File: config.mk
export PLATFORM = sky130hd
export DESIGN_NAME = padding_3d_stream
export DESIGN_NICKNAME = d
export VERILOG_FILES = /design/src/rtl/padding_pkg.sv /design/src/rtl/pad_coord_counter.sv /design/src/rtl/padding_3d_stream.sv
export SDC_FILE = /design/constraint.sdc
export NUM_CORES = 1
export LEC_CHECK = 0
export ABC_AREA = 1
export CORE_MARGIN = 4
export CORE_UTILIZATION = 35
export DETAILED_ROUTE_END_ITERATION = 12
export PLACE_DENSITY = 0.82
export SLEW_MARGIN = 15
export SYNTH_ARGS = -nofsm -noshare
export SYNTH_HDL_FRONTEND = slang
export SYNTH_SLANG_ARGS = --single-unit
File: constraint.sdc
create_clock -name clock -period 1.85 [get_ports clock]
set_input_delay 0.37 -clock clock [delete_from_list [all_inputs] [get_ports clock]]
set_output_delay 0.37 -clock clock [all_outputs]
set_load 0.05 [all_outputs]
File: src/rtl/padding_pkg.sv
// Shared encodings for the 3-D zero-padding stream front end.
package padding_pkg;

    // Pad placement, latched at frame start
    localparam logic PAD_TRAIL  = 1'b0;
    localparam logic PAD_CENTER = 1'b1;

    // Frame sequencer states
    typedef logic [1:0] state_t;
    localparam state_t StIdle  = 2'd0;
    localparam state_t StRun   = 2'd1;
    localparam state_t StDrain = 2'd2;

    // First in-region coordinate along every axis for the given placement
    function automatic int unsigned pad_offset(input int unsigned out_n,
                                               input int unsigned in_n,
                                               input logic        mode);
        return (mode == PAD_CENTER) ? (out_n - in_n) / 2 : 0;
    endfunction

endpackage

File: src/rtl/pad_coord_counter.sv
// Output-cube raster position (x fastest, then y, then z) with end-of-frame
// flag and data-region test for the current beat.
module pad_coord_counter
    import padding_pkg::*;
#(
    parameter int unsigned LANES = 2,
    parameter int unsigned IN_N  = 4,
    parameter int unsigned OUT_N = 8,
    parameter int unsigned CW    = 3
) (
    input  logic        clock,
    input  logic        reset,
    input  logic        step,
    input  logic [CW:0] off,
    output logic        last_beat,
    output logic        in_region
);

    // One extra bit so OUT_N and off+IN_N are representable
    typedef logic [CW:0] ext_t;

    localparam ext_t XLast = ext_t'(OUT_N - LANES);
    localparam ext_t NLast = ext_t'(OUT_N - 1);
    localparam ext_t Step  = ext_t'(LANES);
    localparam ext_t Span  = ext_t'(IN_N);

    logic [CW-1:0] x_q, y_q, z_q;
    logic [CW-1:0] x_d, y_d, z_d;
    logic          x_wrap, y_wrap, z_wrap;

    // Coordinate lies inside [o, o+IN_N)
    function automatic logic in_span(input logic [CW-1:0] c, input ext_t o);
        return ({1'b0, c} >= o) && ({1'b0, c} < (o + Span));
    endfunction

    // Wrap flags and region / last-beat decode
    always_comb begin
        x_wrap    = ({1'b0, x_q} == XLast);
        y_wrap    = ({1'b0, y_q} == NLast);
        z_wrap    = ({1'b0, z_q} == NLast);
        last_beat = x_wrap && y_wrap && z_wrap;
        in_region = in_span(x_q, off) && in_span(y_q, off) && in_span(z_q, off);
    end

    // Next position: x steps by LANES, carries ripple into y then z
    always_comb begin
        x_d = x_q;
        y_d = y_q;
        z_d = z_q;
        if (step) begin
            if (x_wrap) begin
                x_d = '0;
                if (y_wrap) begin
                    y_d = '0;
                    z_d = z_wrap ? '0 : z_q + 1'b1;
                end else begin
                    y_d = y_q + 1'b1;
                end
            end else begin
                x_d = x_q + Step[CW-1:0];
            end
        end
    end

    // Position registers, synchronous active-low reset
    always_ff @(posedge clock) begin
        if (!reset) begin
            x_q <= '0;
            y_q <= '0;
            z_q <= '0;
        end else begin
            x_q <= x_d;
            y_q <= y_d;
            z_q <= z_d;
        end
    end

endmodule

File: src/rtl/padding_3d_stream.sv
// Streams an IN_N^3 complex cube in and emits it zero-padded to OUT_N^3,
// LANES samples per beat, with valid/ready on both sides and frame framing.
module padding_3d_stream
    import padding_pkg::*;
#(
    parameter int unsigned DW    = 32,
    parameter int unsigned LANES = 2,
    parameter int unsigned IN_N  = 4,
    parameter int unsigned OUT_N = 8
) (
    input  logic                  clock,
    input  logic                  reset,
    input  logic                  io_in_en,
    input  logic                  io_start,
    input  logic                  io_mode,
    input  logic                  io_in_valid,
    output logic                  io_in_ready,
    input  logic [LANES*DW-1:0]   io_in_data_re,
    input  logic [LANES*DW-1:0]   io_in_data_im,
    output logic                  io_out_valid,
    input  logic                  io_out_ready,
    output logic [LANES*DW-1:0]   io_out_data_re,
    output logic [LANES*DW-1:0]   io_out_data_im,
    output logic                  io_out_last,
    output logic                  io_busy
);

    localparam int unsigned CW = $clog2(OUT_N);

    typedef logic [CW:0] ext_t;

    typedef struct packed {
        logic [DW-1:0] re;
        logic [DW-1:0] im;
    } sample_t;

    state_t               state_q, state_d;
    logic                 mode_q, mode_d;
    logic                 out_valid_q, out_valid_d;
    logic                 out_last_q, out_last_d;
    sample_t [LANES-1:0]  out_q, out_d;
    sample_t [LANES-1:0]  in_s;

    ext_t                 off;
    logic                 last_beat;
    logic                 in_region;
    logic                 can_load;
    logic                 load;
    logic                 accept;

    assign off = ext_t'(pad_offset(OUT_N, IN_N, mode_q));

    pad_coord_counter #(
        .LANES (LANES),
        .IN_N  (IN_N),
        .OUT_N (OUT_N),
        .CW    (CW)
    ) u_coord (
        .clock     (clock),
        .reset     (reset),
        .step      (load),
        .off       (off),
        .last_beat (last_beat),
        .in_region (in_region)
    );

    // Handshake decode: a beat loads only when the output slot is free or emptying
    always_comb begin
        can_load    = (state_q == StRun) && io_in_en && (!out_valid_q || io_out_ready);
        load        = can_load && (!in_region || io_in_valid);
        accept      = out_valid_q && io_out_ready;
        io_in_ready = can_load && in_region;
    end

    // Unpack input lanes into samples
    always_comb begin
        in_s = '0;
        for (int k = 0; k < LANES; k++) begin
            in_s[k].re = io_in_data_re[k*DW +: DW];
            in_s[k].im = io_in_data_im[k*DW +: DW];
        end
    end

    // Output register and frame sequencer next state
    always_comb begin
        state_d     = state_q;
        mode_d      = mode_q;
        out_valid_d = out_valid_q;
        out_last_d  = out_last_q;
        out_d       = out_q;

        if (load) begin
            out_valid_d = 1'b1;
            out_last_d  = last_beat;
            out_d       = in_region ? in_s : '0;
        end else if (accept) begin
            out_valid_d = 1'b0;
            out_last_d  = 1'b0;
        end

        case (state_q)
            StIdle: begin
                if (io_start && io_in_en) begin
                    state_d = StRun;
                    mode_d  = io_mode;
                end
            end
            StRun: begin
                if (load && last_beat) begin
                    state_d = StDrain;
                end
            end
            StDrain: begin
                // The final beat may already have been taken while enable was low
                if (io_in_en && (accept || !out_valid_q)) begin
                    state_d = StIdle;
                end
            end
            default: state_d = StIdle;
        endcase
    end

    // State registers, synchronous active-low reset
    always_ff @(posedge clock) begin
        if (!reset) begin
            state_q     <= StIdle;
            mode_q      <= PAD_TRAIL;
            out_valid_q <= 1'b0;
            out_last_q  <= 1'b0;
            out_q       <= '0;
        end else begin
            state_q     <= state_d;
            mode_q      <= mode_d;
            out_valid_q <= out_valid_d;
            out_last_q  <= out_last_d;
            out_q       <= out_d;
        end
    end

    // Pack output samples back onto the lane buses
    always_comb begin
        io_out_data_re = '0;
        io_out_data_im = '0;
        for (int k = 0; k < LANES; k++) begin
            io_out_data_re[k*DW +: DW] = out_q[k].re;
            io_out_data_im[k*DW +: DW] = out_q[k].im;
        end
    end

    assign io_out_valid = out_valid_q;
    assign io_out_last  = out_last_q;
    assign io_busy      = (state_q == StRun) || (state_q == StDrain);

endmodule
After elaboration in Yosys (flattened, before gate mapping):

Cells that the tools add are included.

* flip-flop bits (word level): 142
* bits in latches: 0
* memory bits (writable): 0
* ROM bits: 0
* input port bits: 135
* output and inout port bits: 132
* word-level logic and storage cells: 68
* memories kept: 0

* $add $sub $neg: 4
* $mul: 0
* div/mod/pow operators: 0
* $lt $le $gt $ge: 6
* equality and inequality tests: 8
* shift operators: 0
* muxes and demuxes: 12
* bitwise operators: 0
* reductions and logical operators: 27

Operators by type and width (number)
* $mux W128: 1
* $logic_and A1 B1 Y1: 15
* $lt A3 B4 Y1: 3
* $eq A3 B3 Y1 const B: 3
* $ge A3 B2 Y1: 3
* $mux W3: 3
* $mux W2: 4
* $add A3 B1 Y3 const B: 2
* $ne A2 B2 Y1 const B: 3
* $pmux W2 S3: 1
* $reduce_and A3 Y1: 2
* $add A2 B3 Y4 const B: 1
* $logic_or A1 B1 Y1: 4
* $reduce_and A2 Y1: 2
* $add A3 B2 Y3 const B: 1
* $mux W1: 3
* $eq A2 B1 Y1 const B: 1
* $eq A2 B2 Y1 const B: 1
* $logic_not A1 Y1: 2
* $logic_not A2 Y1: 1
* $reduce_bool A2 Y1: 1

Logic depth before layout (Yosys ltp):

* depth in word-level cells: 12
* gate-level depth with buffers: 12
* mapped depth without buffers: 12

Hierarchy:

From an unflattened synthesis, not the netlist that was laid out.

* cell total of the unflattened synthesis: 715
* area total of the unflattened synthesis: 6754.0 um^2

Modules (own cells, without submodules)
* padding_3d_stream: instances 1, cells each 616, area each 6065.8 um^2, sequential area each 2662.6 um^2
* pad_coord_counter: instances 1, cells each 99, area each 688.2 um^2, sequential area each 160.2 um^2

Least setup slack after synthesis:

Ideal clock, no wire load.

* path kind: register to output
* from: register u_coord.y_q[1]
* to: output port io_in_ready
* data arrival time: 1.642 ns
* data required time: 1.480 ns
* slack: -0.162 ns
* cell stages (with the launch flop): 9
* path buffers: 0
* path through: dfxtp_1 -> inv_1 -> ha_1 -> inv_1 -> nor2_1 -> nor2_1 -> nor2_2 -> nand2_2 -> nor2_1

* word-level cells in the longest chain between the ends: 5
* elaborated cells between the ends (all ways): 6
* classes of those cells: 2 x order compare; 4 x reduce/logical

RTL lines
* start: declaration: line pad_coord_counter.sv:27 `logic [CW-1:0] x_q, y_q, z_q;`
* start signal: assignment: line pad_coord_counter.sv:73 `y_q <= y_d;`
* $lt A3 B4 Y1 or $ge A3 B2 Y1 (tied branches): line pad_coord_counter.sv:33 `return ({1'b0, c} >= o) && ({1'b0, c} < (o + Span));`
* $logic_and A1 B1 Y1 *: line pad_coord_counter.sv:33
* $logic_and A1 B1 Y1 * (2 in series): line pad_coord_counter.sv:42 `in_region = in_span(x_q, off) && in_span(y_q, off) && in_span(z_q, off);`
* $logic_and A1 B1 Y1 *: line padding_3d_stream.sv:72 `io_in_ready = can_load && in_region;`
* end: declaration: line padding_3d_stream.sv:17 `output logic io_in_ready,`

Mark *: on every way between the ends. The rest lies on a longest branch, timed or not.

Final worst setup path:

* from: register mode_q
* to: output port io_in_ready

* word-level cells in the longest chain between the ends: 7
* elaborated cells between the ends (all ways): 14
* classes of those cells: 1 x add/sub; 6 x order compare; 1 x mux; 6 x reduce/logical

RTL lines
* start: declaration: line padding_3d_stream.sv:38 `logic mode_q, mode_d;`
* start signal: assignment: line padding_3d_stream.sv:133 `mode_q <= mode_d;`
* $mux W2 *: line padding_pkg.sv:18 `return (mode == PAD_CENTER) ? (out_n - in_n) / 2 : 0;`
* $add A2 B3 Y4: line pad_coord_counter.sv:33
* $lt A3 B4 Y1: line pad_coord_counter.sv:33
* $logic_and A1 B1 Y1: line pad_coord_counter.sv:33
* $logic_and A1 B1 Y1: line pad_coord_counter.sv:42
* $logic_and A1 B1 Y1 *: line pad_coord_counter.sv:42
* $logic_and A1 B1 Y1 *: line padding_3d_stream.sv:72

Marked as above.

==> metrics <==
crit path launch type register; setup ws final -409 ps; global-route wire length before repair 28.0 mm; Cell Pwr Density 974 nW/µm²; CTS max path bufs 2; minimum clock period after layout 2260 ps; # IOs 267; syn_area_per_cell 8.92 µm²; Overflow after GRT 0; violated checks setup timing; Die ar. 19400 µm²; Syn-to-layout area delta 69.4%; min-delay worst type register to register; Static Leak 3.99 nW; GR Util met2 0.304; die width 139 µm; combinational power share 0.323; # setup viols final 141; die extent in y 139 µm; Tot Pwr 9.95 mW; Remaining DRCs 0; GRT busiest layer met2; top cell type by total area after synthesis dfxtp_1; largest net degree at the start of global routing 57; Synth Cell Area 6030 µm²; grt met1 use 0.206; H-tree depth 4; total CTS buffers 17; GP Congestion 0.823; Clock Skew 7.76 ps; clk slew on worst S/H paths 60 ps; sw frac 0.337; CTS tree yes; CP required 1480 ps; row count 47; crit share post-route 1.22; number of enable flip-flop cells after synthesis 0; Max Cap Viol 0; global-route usage over all layers 0.177; met3 Use GR 0.0638; port bufs 266; Setup CP Type register to output pin; Sw Pwr 3.35 mW; relative slew slack 0.658; synth top area cells dfxtp_1 (47%), a21oi_2 (15%), nand2_1 (11%); antenna viol nets, final 0; placed wire-length estimate 12.3 mm; post-synth net total 823; DR iter-0 viols 193; DR vias 5605; Arrival @ worst endpoint 1890 ps; most common cell after layout, fill and taps aside nand2_1; register share of total power 0.340; sequential share of the synthesized area 0.468; commonest non-fill, non-tap cells in the layout nand2_1 (158), dfxtp_1 (138), clkdlybuf4s50_1 (134), a21oi_2 (119), nand2_2 (117); drt total wl 19.6 mm; DRT Pass-1 Iters 4; layout cells sized above 1 0.452; Syn Inst Count 676; FMAX 443 MHz; final hold violation count 0; Synth Flop Type dfxtp_1; Placement Setup Slack -260 ps; total internal power 6.60 mW; detailed-route vias per instance 4.59; final core utilization 0.610; actual slew at the worst max-slew pin 514 ps; later-pin clock latency in the skew report 410 ps; Slew Limit Fails 0; RSZ-0062 raised after global routing yes; setup_tns -33750 ps; Distinct cells, synth 21; ys async rst share 0; Synth warnings 0; Yosys top cell area share 0.468; antenna violations before repair 0; CTS root buf clkbuf_16; crit end category output pin; core area 16800 µm²; wire per inst 16.1 µm; CP max FO 4; outcome complete, but fails checks; nets@finish 1134; CTS Sinks 141; vias in the first global route 5386; Ant. Diodes 0; Initial Util 0.360; Clk pwr share 0.337; VDD IR-drop max 0.611 mV; Synth Register Bits 141
critical path, cell delays in order, from the launching register on:
cell	delay, ps
dfxtp_4	380
ha_4	270
inv_2	30
nor2_2	90
nor2_1	80
nor2_2	150
nand2_2	80
buf_6	120
nor2_4	110
buf_12	150
per-stage QoR:
step,cells,area (µm²),hold WS (ps)
global placement,1153,8760,452
detailed placement,1153,8760,455
finish,1220,10200,460
floorplan,676,6030,460
CTS,1200,9650,462
global route,1220,10200,475
sequential cells by signal, indices dropped and copies added, names as in the netlist:
register / flops
io_out_last: 1
mode_q: 1
io_out_valid: 1
io_out_data_re: 64
u_coord.z_q: 3
state_q: 2
io_out_data_im: 64
u_coord.y_q: 3
u_coord.x_q: 2
metal layers:
layer / up-vias / part of all wire
met5: - / 0
met4: 0 / 0.017
met3: 22 / 0.075
met2: 194 / 0.52
met1: 2594 / 0.39
li1: 2795 / -
power groups by stage:
stage / clock [mW] / combinational [mW] / sequential (mW)
detailed placement: 0 / 2.65 / 3.44
global route: 3.55 / 3.39 / 3.41
floorplan: 0 / 1.08 / 4.06
finish: 3.36 / 3.21 / 3.38
CTS: 3.42 / 2.85 / 3.38
global placement: 0 / 2.63 / 3.43
area by class of cell:
| cell class | count | area (µm²) |
|---|---|---|
| tap | 220 | 275 |
| multi-input combinational | 467 | 2930 |
| inverter | 26 | 103 |
| fill | 1391 | 6540 |
| sequential | 141 | 2830 |
| timing repair buffer | 334 | 3490 |
| clock inverter | 13 | 131 |
| clock buffer | 19 | 453 |
synth_stat cells (3+ instances only):
cell type,number
buf_12,11
nor2_1,14
ha_1,12
clkbuf_1,12
a21oi_1,42
inv_1,25
dfxtp_1,141
nand4_1,3
a21oi_2,100
buf_6,4
nand3_1,8
o21ai_0,4
nand2_1,175
buf_2,14
nand2_2,102
timing repair:
item | in CTS | in global routing
buffers inserted | 8 | 15
cloned | 8 | 11
setup endpoints to repair | 163 | 141
pin swaps | 4 | 25
resized for setup | 62 | 96
hold buffers | 0 | 0
path summary, 6_finish.rpt:
| check | end | startpoint | slack (ps) | depth (start not counted) |
|---|---|---|---|---|
| setup / recovery | io_in_ready | mode_q$_SDFFE_PN0P_ | -410 | 9 |
| hold / removal | io_out_data_re[20]$_SDFFE_PN0P_ | io_out_data_re[20]$_SDFFE_PN0P_ | 460 | 2 |
| setup reg to reg | io_out_data_im[35]$_SDFFE_PN0P_ | mode_q$_SDFFE_PN0P_ | -330 | 14 |
| hold reg to reg | io_out_data_re[20]$_SDFFE_PN0P_ | io_out_data_re[20]$_SDFFE_PN0P_ | 460 | 2 |
kinds of logic (layout without fill, tap and decap cells):
family / count (synthesis) / count (layout) / share of synthesized area
compound gates: 146 / 146 / 0.183
fa+ha+maj: 12 / 12 / 0.0249
buf+inv: 69 / 392 / 0.0817
flops: 141 / 141 / 0.468
simple gates: 308 / 309 / 0.242
Power figures use the tool's default switching activity.
